## config.mk

```make
export PLATFORM = sky130hd
export DESIGN_NAME = stage_4_flat
export DESIGN_NICKNAME = d
export VERILOG_FILES = /design/src/rtl/stage_4_pkg.sv /design/src/rtl/stage_4_if.sv /design/src/rtl/stage_4_load_format.sv /design/src/rtl/stage_4.sv /design/src/flat_wrapper.sv
export SDC_FILE = /design/constraint.sdc
export NUM_CORES = 1
export LEC_CHECK = 0
export ABC_AREA = 0
export CORE_ASPECT_RATIO = 0.7
export CORE_UTILIZATION = 49
export DETAILED_ROUTE_END_ITERATION = 8
export GPL_ROUTABILITY_DRIVEN = 0
export GPL_TIMING_DRIVEN = 0
export HOLD_SLACK_MARGIN = 0.05
export PLACE_DENSITY = 0.86
export SYNTH_ARGS = -nofsm -noshare
export SYNTH_HDL_FRONTEND = slang
export SYNTH_SLANG_ARGS = --single-unit
```

## constraint.sdc

```tcl
create_clock -name clk -period 10.3 [get_ports clk]
set_clock_uncertainty 0.2 [all_clocks]
set_input_delay 1.545 -clock clk [delete_from_list [all_inputs] [get_ports clk]]
set_output_delay 1.545 -clock clk [all_outputs]
set_load 0.05 [all_outputs]
```

## src/rtl/stage_4_pkg.sv

```systemverilog
// Shared opcode/func_3 constants and load/store lane helpers for the memory stage.
package stage_4_pkg;

  localparam logic [6:0] OP_LOAD   = 7'b0000011;
  localparam logic [6:0] OP_STORE  = 7'b0100011;
  localparam logic [6:0] OP_BRANCH = 7'b1100011;

  localparam logic [2:0] F3_B  = 3'b000;
  localparam logic [2:0] F3_H  = 3'b001;
  localparam logic [2:0] F3_W  = 3'b010;
  localparam logic [2:0] F3_BU = 3'b100;
  localparam logic [2:0] F3_HU = 3'b101;

  typedef enum logic [1:0] {SZ_BYTE, SZ_HALF, SZ_WORD} size_e;

  typedef struct packed {
    logic [3:0]  be;
    logic [31:0] wdata;
  } store_lanes_t;

  // Unsigned byte/half codes exist only for loads; any other code is a word access.
  function automatic size_e access_size(input logic is_store, input logic [2:0] f3);
    case (f3)
      F3_B:    return SZ_BYTE;
      F3_H:    return SZ_HALF;
      F3_BU:   return is_store ? SZ_WORD : SZ_BYTE;
      F3_HU:   return is_store ? SZ_WORD : SZ_HALF;
      default: return SZ_WORD;
    endcase
  endfunction

  function automatic logic misaligned(input size_e sz, input logic [1:0] lane);
    case (sz)
      SZ_HALF: return lane[0];
      SZ_WORD: return lane != 2'b00;
      default: return 1'b0;
    endcase
  endfunction

  function automatic store_lanes_t store_lanes(input size_e sz, input logic [1:0] lane,
                                               input logic [31:0] data);
    store_lanes_t s;
    case (sz)
      SZ_BYTE: begin
        s.be    = 4'b0001 << lane;
        s.wdata = {4{data[7:0]}};
      end
      SZ_HALF: begin
        s.be    = 4'b0011 << {lane[1], 1'b0};
        s.wdata = {2{data[15:0]}};
      end
      default: begin
        s.be    = 4'b1111;
        s.wdata = data;
      end
    endcase
    return s;
  endfunction

  function automatic logic writes_rd(input logic [6:0] opcode, input logic [4:0] rd);
    return (rd != 5'd0) && (opcode != OP_STORE) && (opcode != OP_BRANCH);
  endfunction

endpackage

```

## src/rtl/stage_4_if.sv

```systemverilog
// Word-addressed data-memory bus: request held stable until ack, rdata valid with ack.
interface stage_4_if;
  logic        req;
  logic        we;
  logic [31:0] addr;
  logic [31:0] wdata;
  logic [3:0]  be;
  logic        ack;
  logic [31:0] rdata;

  modport master (output req, we, addr, wdata, be, input ack, rdata);
  modport slave  (input req, we, addr, wdata, be, output ack, rdata);
endinterface

```

## src/rtl/stage_4_load_format.sv

```systemverilog
// Selects the addressed byte/half lane of a load word and sign- or zero-extends it.
module stage_4_load_format
  import stage_4_pkg::*;
(
  input  logic [31:0] rdata,
  input  logic [1:0]  lane,
  input  logic [2:0]  func_3,
  output logic [31:0] data
);

  logic [7:0]  byte_v;
  logic [15:0] half_v;

  always_comb begin
    byte_v = rdata[{lane, 3'b000} +: 8];
    half_v = lane[1] ? rdata[31:16] : rdata[15:0];
    case (func_3)
      F3_B:    data = {{24{byte_v[7]}}, byte_v};
      F3_BU:   data = {24'h0, byte_v};
      F3_H:    data = {{16{half_v[15]}}, half_v};
      F3_HU:   data = {16'h0, half_v};
      default: data = rdata;
    endcase
  end

endmodule

```

## src/rtl/stage_4.sv

```systemverilog
// Memory stage: ALU results pass through in one cycle; loads/stores run a
// held request/ack handshake on the data bus and write back from RESP.
module stage_4
  import stage_4_pkg::*;
(
  input  logic        clk,
  input  logic        reset,
  input  logic        i_valid,
  input  logic [31:0] i_alu_out,
  input  logic [31:0] i_rs_2,
  input  logic [4:0]  i_rd_num,
  input  logic [6:0]  i_opcode,
  input  logic [2:0]  i_func_3,
  input  logic        i_op_type,
  stage_4_if.master   mem,
  output logic        wb_valid,
  output logic        wb_we,
  output logic [4:0]  wb_rd_num,
  output logic [31:0] wb_data,
  output logic        o_misaligned,
  output logic        o_stall
);

  typedef enum logic [1:0] {IDLE, REQ, RESP} state_e;

  state_e       state, state_n;
  logic         accept, is_store_in, mis_in, ls_go;
  size_e        sz_in;
  store_lanes_t lanes_in;

  logic [31:0]  addr_q, wdata_q, load_data;
  logic [3:0]   be_q;
  logic         we_q;
  logic [2:0]   func3_q;
  logic [6:0]   opcode_q;
  logic [4:0]   rd_q;

  // RESP is a writeback-only cycle, so a new instruction is taken there too.
  assign accept      = i_valid && (state != REQ);
  assign is_store_in = (i_opcode == OP_STORE);
  assign sz_in       = access_size(is_store_in, i_func_3);
  assign mis_in      = i_op_type && misaligned(sz_in, i_alu_out[1:0]);
  assign ls_go       = accept && i_op_type && !mis_in;
  assign lanes_in    = store_lanes(sz_in, i_alu_out[1:0], i_rs_2);

  // NOTE: every output of this block gets a default first, so no path infers a latch.
  always_comb begin
    state_n   = state;
    o_stall   = 1'b0;
    mem.req   = 1'b0;
    mem.we    = 1'b0;
    mem.addr  = 32'h0;
    mem.wdata = 32'h0;
    mem.be    = 4'h0;
    case (state)
      IDLE, RESP: begin
        o_stall = ls_go;
        state_n = ls_go ? REQ : IDLE;
      end
      REQ: begin
        o_stall   = 1'b1;
        mem.req   = 1'b1;
        mem.we    = we_q;
        mem.addr  = {addr_q[31:2], 2'b00};
        mem.wdata = wdata_q;
        mem.be    = be_q;
        if (mem.ack) state_n = RESP;
      end
      default: state_n = IDLE;
    endcase
  end

  // NOTE: sequential state uses non-blocking assignments only, so every flop samples pre-edge values.
  always_ff @(posedge clk or posedge reset) begin
    if (reset) state <= IDLE;
    else       state <= state_n;
  end

  always_ff @(posedge clk or posedge reset) begin
    if (reset) begin
      addr_q   <= 32'h0;
      wdata_q  <= 32'h0;
      be_q     <= 4'h0;
      we_q     <= 1'b0;
      func3_q  <= 3'h0;
      opcode_q <= 7'h0;
      rd_q     <= 5'h0;
    end else if (ls_go) begin
      addr_q   <= i_alu_out;
      wdata_q  <= is_store_in ? lanes_in.wdata : 32'h0;
      be_q     <= is_store_in ? lanes_in.be : 4'b1111;
      we_q     <= is_store_in;
      func3_q  <= i_func_3;
      opcode_q <= i_opcode;
      rd_q     <= i_rd_num;
    end
  end

  stage_4_load_format u_load_format (
    .rdata  (mem.rdata),
    .lane   (addr_q[1:0]),
    .func_3 (func3_q),
    .data   (load_data)
  );

  always_ff @(posedge clk or posedge reset) begin
    if (reset) begin
      wb_valid     <= 1'b0;
      wb_we        <= 1'b0;
      wb_rd_num    <= 5'h0;
      wb_data      <= 32'h0;
      o_misaligned <= 1'b0;
    end else begin
      wb_valid     <= 1'b0;
      wb_we        <= 1'b0;
      o_misaligned <= 1'b0;
      if (state == REQ && mem.ack) begin
        wb_valid  <= 1'b1;
        wb_rd_num <= rd_q;
        wb_data   <= we_q ? 32'h0 : load_data;
        wb_we     <= writes_rd(opcode_q, rd_q);
      end else if (accept && !ls_go) begin
        // Pass-through covers both ALU results and misaligned accesses.
        wb_valid     <= 1'b1;
        wb_rd_num    <= i_rd_num;
        wb_data      <= i_alu_out;
        wb_we        <= writes_rd(i_opcode, i_rd_num) && !mis_in;
        o_misaligned <= mis_in;
      end
    end
  end

endmodule

```

## src/flat_wrapper.sv

```systemverilog
// flat-port wrapper written by rule: the top's interface ports become plain ports
module stage_4_flat import stage_4_pkg::*;
  (clk, reset, i_valid, i_alu_out, i_rs_2, i_rd_num, i_opcode, i_func_3, i_op_type, wb_valid, wb_we, wb_rd_num, wb_data, o_misaligned, o_stall, mem_req, mem_we, mem_addr, mem_wdata, mem_be, mem_ack, mem_rdata);
  stage_4_if mem_i ();
  input  logic clk;
  input  logic reset;
  input  logic i_valid;
  input  logic [31:0] i_alu_out;
  input  logic [31:0] i_rs_2;
  input  logic [4:0] i_rd_num;
  input  logic [6:0] i_opcode;
  input  logic [2:0] i_func_3;
  input  logic i_op_type;
  output logic wb_valid;
  output logic wb_we;
  output logic [4:0] wb_rd_num;
  output logic [31:0] wb_data;
  output logic o_misaligned;
  output logic o_stall;
  output wire logic [$bits(mem_i.req)-1:0] mem_req;
  output wire logic [$bits(mem_i.we)-1:0] mem_we;
  output wire logic [$bits(mem_i.addr)-1:0] mem_addr;
  output wire logic [$bits(mem_i.wdata)-1:0] mem_wdata;
  output wire logic [$bits(mem_i.be)-1:0] mem_be;
  input wire logic [$bits(mem_i.ack)-1:0] mem_ack;
  input wire logic [$bits(mem_i.rdata)-1:0] mem_rdata;
  assign mem_req = mem_i.req;
  assign mem_we = mem_i.we;
  assign mem_addr = mem_i.addr;
  assign mem_wdata = mem_i.wdata;
  assign mem_be = mem_i.be;
  assign mem_i.ack = mem_ack;
  assign mem_i.rdata = mem_rdata;
  stage_4 u_core (.clk(clk), .reset(reset), .i_valid(i_valid), .i_alu_out(i_alu_out), .i_rs_2(i_rs_2), .i_rd_num(i_rd_num), .i_opcode(i_opcode), .i_func_3(i_func_3), .i_op_type(i_op_type), .mem(mem_i), .wb_valid(wb_valid), .wb_we(wb_we), .wb_rd_num(wb_rd_num), .wb_data(wb_data), .o_misaligned(o_misaligned), .o_stall(o_stall));
endmodule
```

==> results by group <==
Routing
  – Avg WL per Cell: just under 20 µm
  – First-pass detailed-route iteration total: 7
  – Iteration-0 DRC Markers: 630
  – DRT antenna net count: 0
  – Vias per cell: 5.65
  – Routed wire length: ~23,000 µm
  – Drt drc: 0
  – Total number of vias: 6,573

Global route
  – Met2 Resource Use GR: 51.7%
  – Vias in the first global route: 6,407
  – Pin count of the biggest net entering global routing: 86
  – Total track usage: 33.7%
  – GR Overflow Total: 0
  – GRT Max-Usage Layer: met2
  – First-pass GRT wire length: approximately 35,000 µm
  – Initial antenna violation count: 0
  – GR Layer Usage met1: between 40% and 50%
  – GRT met3 Usage: 7.60%

Setup path
  – WP data arrival: between 5 and 6 ns
  – CP Launch Type: input port
  – CP Class: in2out
  – CP Max Fanout: 10
  – Flop-to-flop setup slack: approximately 7.9 ns
  – CP Capture Type: primary output
  – Worst endpoint required time: between 8 and 9 ns

STA
  – Final Hold Fails: 0
  – # setup viols final: 0
  – Min Tclk post-route: approximately 7.1 ns
  – Fmax: approximately 0.14 GHz
  – Worst setup slack after layout: 3.15 ns
  – Slew @ Worst Pin: roughly 1.1 ns
  – Final period util: between 60 and 70%
  – Final setup TNS: 0 ns
  – Worst slew margin relative to its limit: a little over a quarter
  – RSZ-0062 raised after global routing: no
  – Max-slew violations: 0

Yosys
  – Main synth FF type: dfrtp_1
  – Netlist cell types: between 50 and 60
  – Top cell type's share of synthesized area: between 40% and 50%
  – Post-Syn Area: between 0.006 and 0.007 mm²
  – Synthesized flop and latch total: 125
  – Seq/Total Area, Yosys: between 40% and 50%
  – Number of synthesized flops with an enable pin: 0
  – Ys Warns: 0
  – Ys async rst share: 100%
  – Post-synthesis cell count: between 700 and 800
  – Avg Inst Size Synth: between 8 and 9 µm²
  – Synth top area cells: dfrtp_1 48%, nand2_1 10%, and2_1 6.5%
  – Leading area contributor after synthesis: dfrtp_1

Job
  – Max-Cap Viols: 0

Pwr
  – Final Power: 0.00211 W
  – Cell area power density: 219 mW/mm²
  – IR drop worst, VDD: between 0.15 and 0.2 mV
  – Lkg Pwr: 4.23 nW

Floorplan
  – Die area: about 0.014 mm²
  – Die width: 140 µm
  – Num ports: between 200 and 250
  – Starting density of the core: about half
  – Core Rows: 34
  – Std-Cell Core Area: approximately 0.013 mm²
  – Die height: 98.3 µm

Clocking
  – H-Tree Level Count: 4
  – Setup bufs post-CTS: 0
  – CTS max path bufs: 2
  – Clock tree root driver cell: clkbuf_16
  – CTS resizes: 0
  – Clock Pin Slew Worst Setup and Hold Paths: approximately 0.050 ns
  – CTS hold repair buffers: 0
  – CTS Buf Count: 17
  – Clock tree sinks: approximately 130
  – CTS tree: done
  – Worst-Skew Late Latency: 0.41 ns

Finish
  – Final Cell Area: a little under 0.01 mm²
  – # diodes: 0
  – Total Nets Final: roughly 1,100
  – Area grow syn2layout: 47.8%
  – Share of cells above drive strength 1: 8.39%
  – Most common cell after layout, fill and taps aside: clkdlybuf4s50_1
  – Most frequent cells in the layout: 224 x clkdlybuf4s50_1, 180 x nand2_1, 125 x dfrtp_1

Placement
  – Worst slack at placement: 3.25 ns
  – Post-Place Cell Area: 0.00898 mm²
  – Post-DP HPWL: 16,400 µm
  – Port bufs: ~220

Status
  – Outcome: finished clean

Hold path
  – Worst hold-check path type: reg2reg
-- layer usage --
metal / wire (µm) / up-vias / part of all wire, %
met5: 0 / - / 0
met4: 473 / 0 / 2.1
met3: 2280 / 42 / 10
met2: 9930 / 401 / 44
met1: 9870 / 3114 / 44
li1: - / 3016 / -
-- area by class of cell --
type,instances,area (µm²)
clock buffer,22,464
multi-input combinational,553,3060
fill,912,3070
timing repair buffer,225,2270
clock inverter,10,163
sequential,125,3130
buffer,56,280
inverter,10,42.5
tap,162,203
-- sequential cells by signal, indices dropped and copies added (netlist names) --
signal               count
u_core.state             2
u_core.wb_data          32
u_core.opcode_q          6
u_core.o_misaligned      1
u_core.wb_we             1
u_core.wdata_q          32
u_core.we_q              1
u_core.wb_rd_num         5
u_core.be_q              4
u_core.addr_q           32
u_core.rd_q              5
u_core.wb_valid          1
u_core.func3_q           3
-- cells in the mapped netlist, drive strengths merged (2+ instances only) --
cell type,n
ha,3
mux2,3
mux2i,21
o22ai,6
o21a,13
o21ai,71
nand3,7
nand2,182
o32a,3
a21oi,44
clkbuf,23
nand2b,5
a22oi,9
nor3,5
nor4b,2
a22o,8
or3,3
o21bai,3
or4,2
and2,68
buf,33
nand4,3
o221ai,5
inv,10
o221a,3
dfrtp,125
o22a,11
a31oi,6
o31ai,2
or2,14
nor2,39
-- cells by family (layout without fill, tap and decap cells) --
logic type	Yosys count	in the layout	synth area share, %
adder cells (fa/ha/maj)	3	3	0.578
flip-flops	125	125	48.1
buffers and inverters	66	323	4.89
AND/OR/NAND/NOR	334	334	24.1
AO/OA/AOI/OAI	189	189	18.1
other	1	2	0.0577
multiplexers	25	25	4.10
-- per-stage QoR --
step / hold WS, ns / utilization, % / instances
finish: 0.269 / 75.8 / 1163
global route: 0.281 / 75.8 / 1163
CTS: 0.269 / 75.8 / 1163
detailed placement: 0.254 / 70.8 / 1131
global placement: 0.249 / 70.6 / 1130
floorplan: 0.237 / - / 744
-- final timing paths --
| path | startpoint | to | depth (start not counted) |
|---|---|---|---|
| hold reg to reg | u_core.addr_q[28] | u_core.addr_q[28] | 2 |
| max in group asynchronous | reset | u_core.wb_data[0] | 3 |
| hold / removal | u_core.addr_q[28] | u_core.addr_q[28] | 2 |
| setup / recovery | i_opcode[5] | o_stall | 15 |
| min in group asynchronous | reset | u_core.addr_q[22] | 2 |
| setup reg to reg | u_core.state[1] | u_core.wb_rd_num[3] | 8 |
-- critical path, cell delays in order --
cell	delay, ns
clkdlybuf4s50_1	0.49
nor4b_1	0.25
nand3_1	0.26
nor2_1	0.27
a21oi_1	0.19
and2_1	0.20
ha_1	0.16
buf_2	0.15
a21oi_1	0.24
or2_1	0.18
nand2b_1	0.05
buf_2	0.18
buf_2	0.20
o21ai_0	0.15
clkdlybuf4s50_1	0.86
-- power by group --
group          switching, W  total (W)  internal [W]
logic              0.000529   0.000811      0.000283
clock network      0.000220   0.000638      0.000418
registers         0.0000639   0.000656      0.000593
No activity file was read; power rests on OpenSTA's default activity.
==> RTL edit 1 (same flow settings) <==
The 3 states of `state_e` get a one-hot encoding in 3 bits.
--- a/src/rtl/stage_4.sv
+++ b/src/rtl/stage_4.sv
@@ -22,5 +22,5 @@
 );
 
-  typedef enum logic [1:0] {IDLE, REQ, RESP} state_e;
+  typedef enum logic [2:0] {IDLE = 3'b001, REQ = 3'b010, RESP = 3'b100} state_e;
 
   state_e       state, state_n;
Formal check against the unedited RTL: same outputs for any inputs over 4 cycles, from zero or initial values and one cycle with reset high; so few cycles prove little.
==> RTL edit 1 against the original RTL <==
Critical path depth decreased by 3. Setup slack improved by 310 ps. Via count decreased by 3.2%. Synthesized area increased by 4.2%. Combinational power decreased by 41%. Sequential cell count increased by 1. Synthesized cell count decreased by 14%. Routed wire length decreased by 1.0%. Fmax increased by 4.5%. Cell area increased by 2.8%. Sequential power decreased by 7.6%. Power decreased by 20%.
==> RTL edit 1: results (changes against the original RTL) <==
| Metric | Reported | Unit | vs unedited |
| --- | --- | --- | --- |
| Total placed instance area | 9278 | um^2 | +3.3% |
| Final #Nets | 1001 | - | -9.6% |
| Hold Crit Class | flip-flop to flip-flop | - |  |
| Number of fill cells in the layout | 941 | - | +3.2% |
| Crit Path Max Fanout | 5 | - | -5 |
| Worst hold path stage count | 1 | - | -1 |
| Worst setup path startpoint | i_opcode[0] | - |  |
| Origin of the critical flop-to-flop path | u_core.state[0] | - |  |
| Fraction of the mapped netlist area in compound gates | 0.2145 | - | +0.03364 |
| Detailed placer's ending HPWL | 16.71 | mm | +1.9% |
| DR vias | 6362 | - | -3.2% |
| Area share of fa/ha/maj cells after synthesis | 0.005546 | - | -0.0002307 |
| Slowest-stage cell, CP | sky130_fd_sc_hd__clkdlybuf4s50_1 | - |  |
| Detailed-route wire length | 22.32 | mm | -1.0% |
| Proportion of layout cells with a drive suffix above 1 | 0.1184 | - | +0.03452 |
| Portion of netlist area occupied by mux cells | 0.1174 | - | +0.07638 |
| Family of cells with the greatest summed delay on the critical path | simple AND/OR/NAND/NOR gates | - |  |
| Syn. warnings | 0 | - | unchanged |
| Worst-case register-to-register setup slack | 8040 | ps | +140 ps |
| Vias in the first global route | 6470 | - | +0.98% |
| Leak Pwr | 4.138 | nW | -2.3% |
| Share of synthesized area occupied by flip-flops and latches | 0.4661 | - | -0.01534 |
| Critical path arrival | 5100 | ps | -300 ps |
| Total global routing track utilization | 0.3212 | - | -0.01590 |
| Xor and xnor fraction of the mapped netlist area | 0.001294 | - | +0.001294 |
| R2R Path End | u_core.wb_data[21] | - |  |
| Cells taking the most area after synthesis | sky130_fd_sc_hd__dfrtp_1 (46%), sky130_fd_sc_hd__and2_1 (6.3%), sky130_fd_sc_hd__mux2_2 (4.0%) | - |  |
| Outcome | completed | - |  |
| Sink of the worst hold path | u_core.wdata_q[26] | - |  |
| Cell depth of the worst flop-to-flop path | 6 | - | -2 |
| Ratio of final minimum period to clock period | 0.6643 | - | -0.02979 |
| Net switching power | 0.5625 | mW | -31% |
| Unique masters post-synth | 62 | - | +22% |
| Pin count of the biggest net entering global routing | 71 | - | -17% |
==> RTL edit 1: cell families after synthesis <==
group           after synthesis
other cells                   1
compound gates              204
flops                       126
fa+ha+maj                     3
buf+inv                      82
mux                          70
simple gates                150
xor+xnor                      1
==> RTL edit 1: power groups by stage <==
stage / Clock (mW) / Sequential [mW] / Combinational, mW
finish: 0.607 / 0.606 / 0.478
global route: 0.630 / 0.614 / 0.504
CTS: 0.607 / 0.605 / 0.475
detailed placement: 0 / 0.613 / 0.471
global placement: 0 / 0.608 / 0.457
floorplan: 0 / 0.702 / 0.201
==> RTL edit 1: per-layer routing <==
metal,wire [um],share of wire,up-vias,global-route usage
met3,2063,0.092,52,0.07729
li1,-,-,2816,-
met2,9993,0.45,358,0.4962
met1,9700,0.43,3136,0.4429
met4,563,0.025,0,0.1125
met5,0,0,-,0
==> RTL edit 1: through the flow <==
stage / hold WS, ps / power, mW / setup WS, ps / utilization / cells
after floorplan: 248.1 / 0.9033 / 5008 / - / 638
after global placement: 261.3 / 1.065 / 3588 / 0.6945 / 1047
after detailed placement: 266.6 / 1.084 / 3501 / 0.6969 / 1048
after CTS: 285.0 / 1.687 / 3500 / 0.7417 / 1080
after global routing: 293.7 / 1.748 / 3298 / 0.7417 / 1080
final: 284.0 / 1.690 / 3457 / 0.7417 / 1080
==> RTL edit 1: area by class of cell <==
type,instances,area (um^2),area share
buffer,54,294.0,0.02978
timing repair buffer,225,2270,0.2299
tap,185,231.5,0.02344
multi-input combinational,430,3214,0.3255
sequential,126,3154,0.3194
clock buffer,18,439.2,0.04448
clock inverter,14,157.7,0.01597
inverter,28,113.9,0.01153
==> RTL edit 2 (config.mk and constraints unchanged) <==
Made on the original files. Reset style: synchronous (`reset`), changed in 3 clocked blocks.
--- a/src/rtl/stage_4.sv
+++ b/src/rtl/stage_4.sv
@@ -72,10 +72,10 @@
 
   // NOTE: sequential state uses non-blocking assignments only, so every flop samples pre-edge values.
-  always_ff @(posedge clk or posedge reset) begin
+  always_ff @(posedge clk) begin
     if (reset) state <= IDLE;
     else       state <= state_n;
   end
 
-  always_ff @(posedge clk or posedge reset) begin
+  always_ff @(posedge clk) begin
     if (reset) begin
       addr_q   <= 32'h0;
@@ -104,5 +104,5 @@
   );
 
-  always_ff @(posedge clk or posedge reset) begin
+  always_ff @(posedge clk) begin
     if (reset) begin
       wb_valid     <= 1'b0;
Behaviour: differs if reset is asserted again (counterexample within 4 cycles, from zero or initial values and one cycle with reset high); with reset held inactive, the same outputs for 4 cycles.
==> RTL edit 2 against the original RTL <==
The run now ends with DRC left. Sequential share of layout area is 5.8 points lower. Routed wire length is 11% higher. Critical path depth is 1 lower. Non-clock buffer count is 16 higher. Cell area is 2.8% lower. Setup slack worse by 650 ps. Synthesized area is 3.9% lower. Sequential cell count stayed put. Critical path type unchanged. Highest routed layer unchanged.
Power is not compared: it rests on default switching activity, and its combinational part moved more than twofold at a synthesized area within 25%.
==> RTL edit 2: results (changes against the original RTL) <==
| Metric | Reported | Unit | vs unedited |
| --- | --- | --- | --- |
| Maximum vdd drop | 0.1454 | mV |  |
| Global-route wire length before repair | 36.26 | mm | +3.8% |
| Number of fill cells in the layout | 929 | - | +1.9% |
| Total placed instance area | 8696 | um^2 | -3.1% |
| Fraction of the mapped netlist area in compound gates | 0.2744 | - | +0.09356 |
| Port buffer count | 224 | - | unchanged |
| Violated checks | DRC | - |  |
| Portion of netlist area occupied by mux cells | 0.01923 | - | -0.02179 |
| Crit Path Max Fanout | 10 | - | unchanged |
| Top cells by instance count after synthesis | sky130_fd_sc_hd__dfxtp_1 (125), sky130_fd_sc_hd__nand2_1 (123), sky130_fd_sc_hd__and2_1 (70), sky130_fd_sc_hd__a21oi_1 (58), sky130_fd_sc_hd__nor2_1 (50) | - |  |
| Number of buffers created by CTS | 17 | - | unchanged |
| Vias in the first global route | 6448 | - | +0.64% |
| Post-route DRC | 3 | - | +3 |
| Clock slew at the register clock pins of the worst setup and hold paths | 50 | ps | about the same |
| CTS HTree Levels | 4 | - | unchanged |
| Post-CTS resize count | 0 | - | unchanged |
| Iteration-0 DRC Markers | 1059 | - | +68% |
| Post-place setup slack | 2633 | ps | -615.4 ps |
| Gate count after technology mapping | 773 | - | +4.0% |
| Unique masters post-synth | 49 | - | -3.9% |
| Count of non-filler cells in the finished layout | 1192 | - | +2.5% |
| Clock Tree Buf Depth | 2 | - | unchanged |
| Syn. warnings | 0 | - | unchanged |
| Total global routing track utilization | 0.3703 | - | +0.03323 |
| Cells taking the most area after synthesis | sky130_fd_sc_hd__dfxtp_1 (40%), sky130_fd_sc_hd__nand2_1 (7.4%), sky130_fd_sc_hd__and2_1 (7.0%) | - |  |
| Critical path's largest stage delay | 870 | ps |  |
| Detailed placer's ending HPWL | 18.54 | mm | +13% |
| Asr flop ratio synth | 0 | - | -1.000 |
| P_int | 1.059 | mW |  |
| Area share of fa/ha/maj cells after synthesis | 0.006008 | - | +0.0002314 |
| Share of synthesized area occupied by flip-flops and latches | 0.4006 | - | -0.08086 |
| Tightest slew margin relative to the limit | 0.2869 | - | +0.02485 |
| Number of search-and-repair iterations in the first detailed-routing pass | 9 | - | +2 |
| Residual overflow from global routing | 0 | - | unchanged |
| Outcome | finished with violations | - |  |
| Post-detailed-route wirelength per cell | 20.94 | um | +8.0% |
| Top flip-flop cell by instance count after synthesis | sky130_fd_sc_hd__dfxtp_1 | - |  |
| Proportion of layout cells with a drive suffix above 1 | 0.07184 | - | -0.01207 |
| Areal power density over the cells | 159.9 | nW/um^2 |  |
| Final #Nets | 1136 | - | +2.6% |
| Critical path arrival | 6050 | ps | +650 ps |
| Vias per cell | 6.175 | - | +9.3% |
| Pin count of the biggest net entering global routing | 17 | - | -80% |
-- RTL edit 2: final timing paths --
kind	startpoint	to	slack [ps]	cells after the start
worst max-delay path	i_opcode[2]	o_stall	2500	14
worst min-delay path	u_core.addr_q[17]	u_core.addr_q[17]	250	2
worst max register to register	u_core.state[1]	u_core.wb_data[26]	7920	5
worst min register to register	u_core.addr_q[17]	u_core.addr_q[17]	250	2
-- RTL edit 2: per-layer routing --
layer | vias up | routed length [um] | global-route usage
li1 | 3276 | - | -
met4 | 0 | 774 | 0.1337
met1 | 3423 | 10720 | 0.5344
met5 | - | 0 | 0
met3 | 89 | 3331 | 0.1095
met2 | 573 | 10130 | 0.5139
-- RTL edit 2: cells by family (layout without fill, tap and decap cells) --
family,after synthesis,after routing
simple gates,308,308
mux,11,11
compound gates,240,240
fa+ha+maj,3,3
other cells,1,2
buf+inv,85,341
flops,125,125
-- RTL edit 2: layout make-up --
class / instances / area (um^2) / share of cell area
Clock inverter: 11 / 190.2 / 0.02037
Clock buffer: 21 / 450.4 / 0.04824
Buffer: 73 / 314.1 / 0.03364
Inverter: 12 / 45.04 / 0.004824
Multi-Input combinational cell: 564 / 3390 / 0.3630
Timing Repair Buffer: 224 / 2242 / 0.2402
Tap cell: 162 / 202.7 / 0.02171
Sequential cell: 125 / 2502 / 0.2680
-- RTL edit 2: worst reg2reg max path, cell delays in order (launching register included) --
cell and delay (ps):
sky130_fd_sc_hd__dfxtp_1 320, sky130_fd_sc_hd__nand2b_1 270, sky130_fd_sc_hd__nand2_1 240, sky130_fd_sc_hd__o21ai_1 540, sky130_fd_sc_hd__clkbuf_1 480, sky130_fd_sc_hd__a311oi_1 180
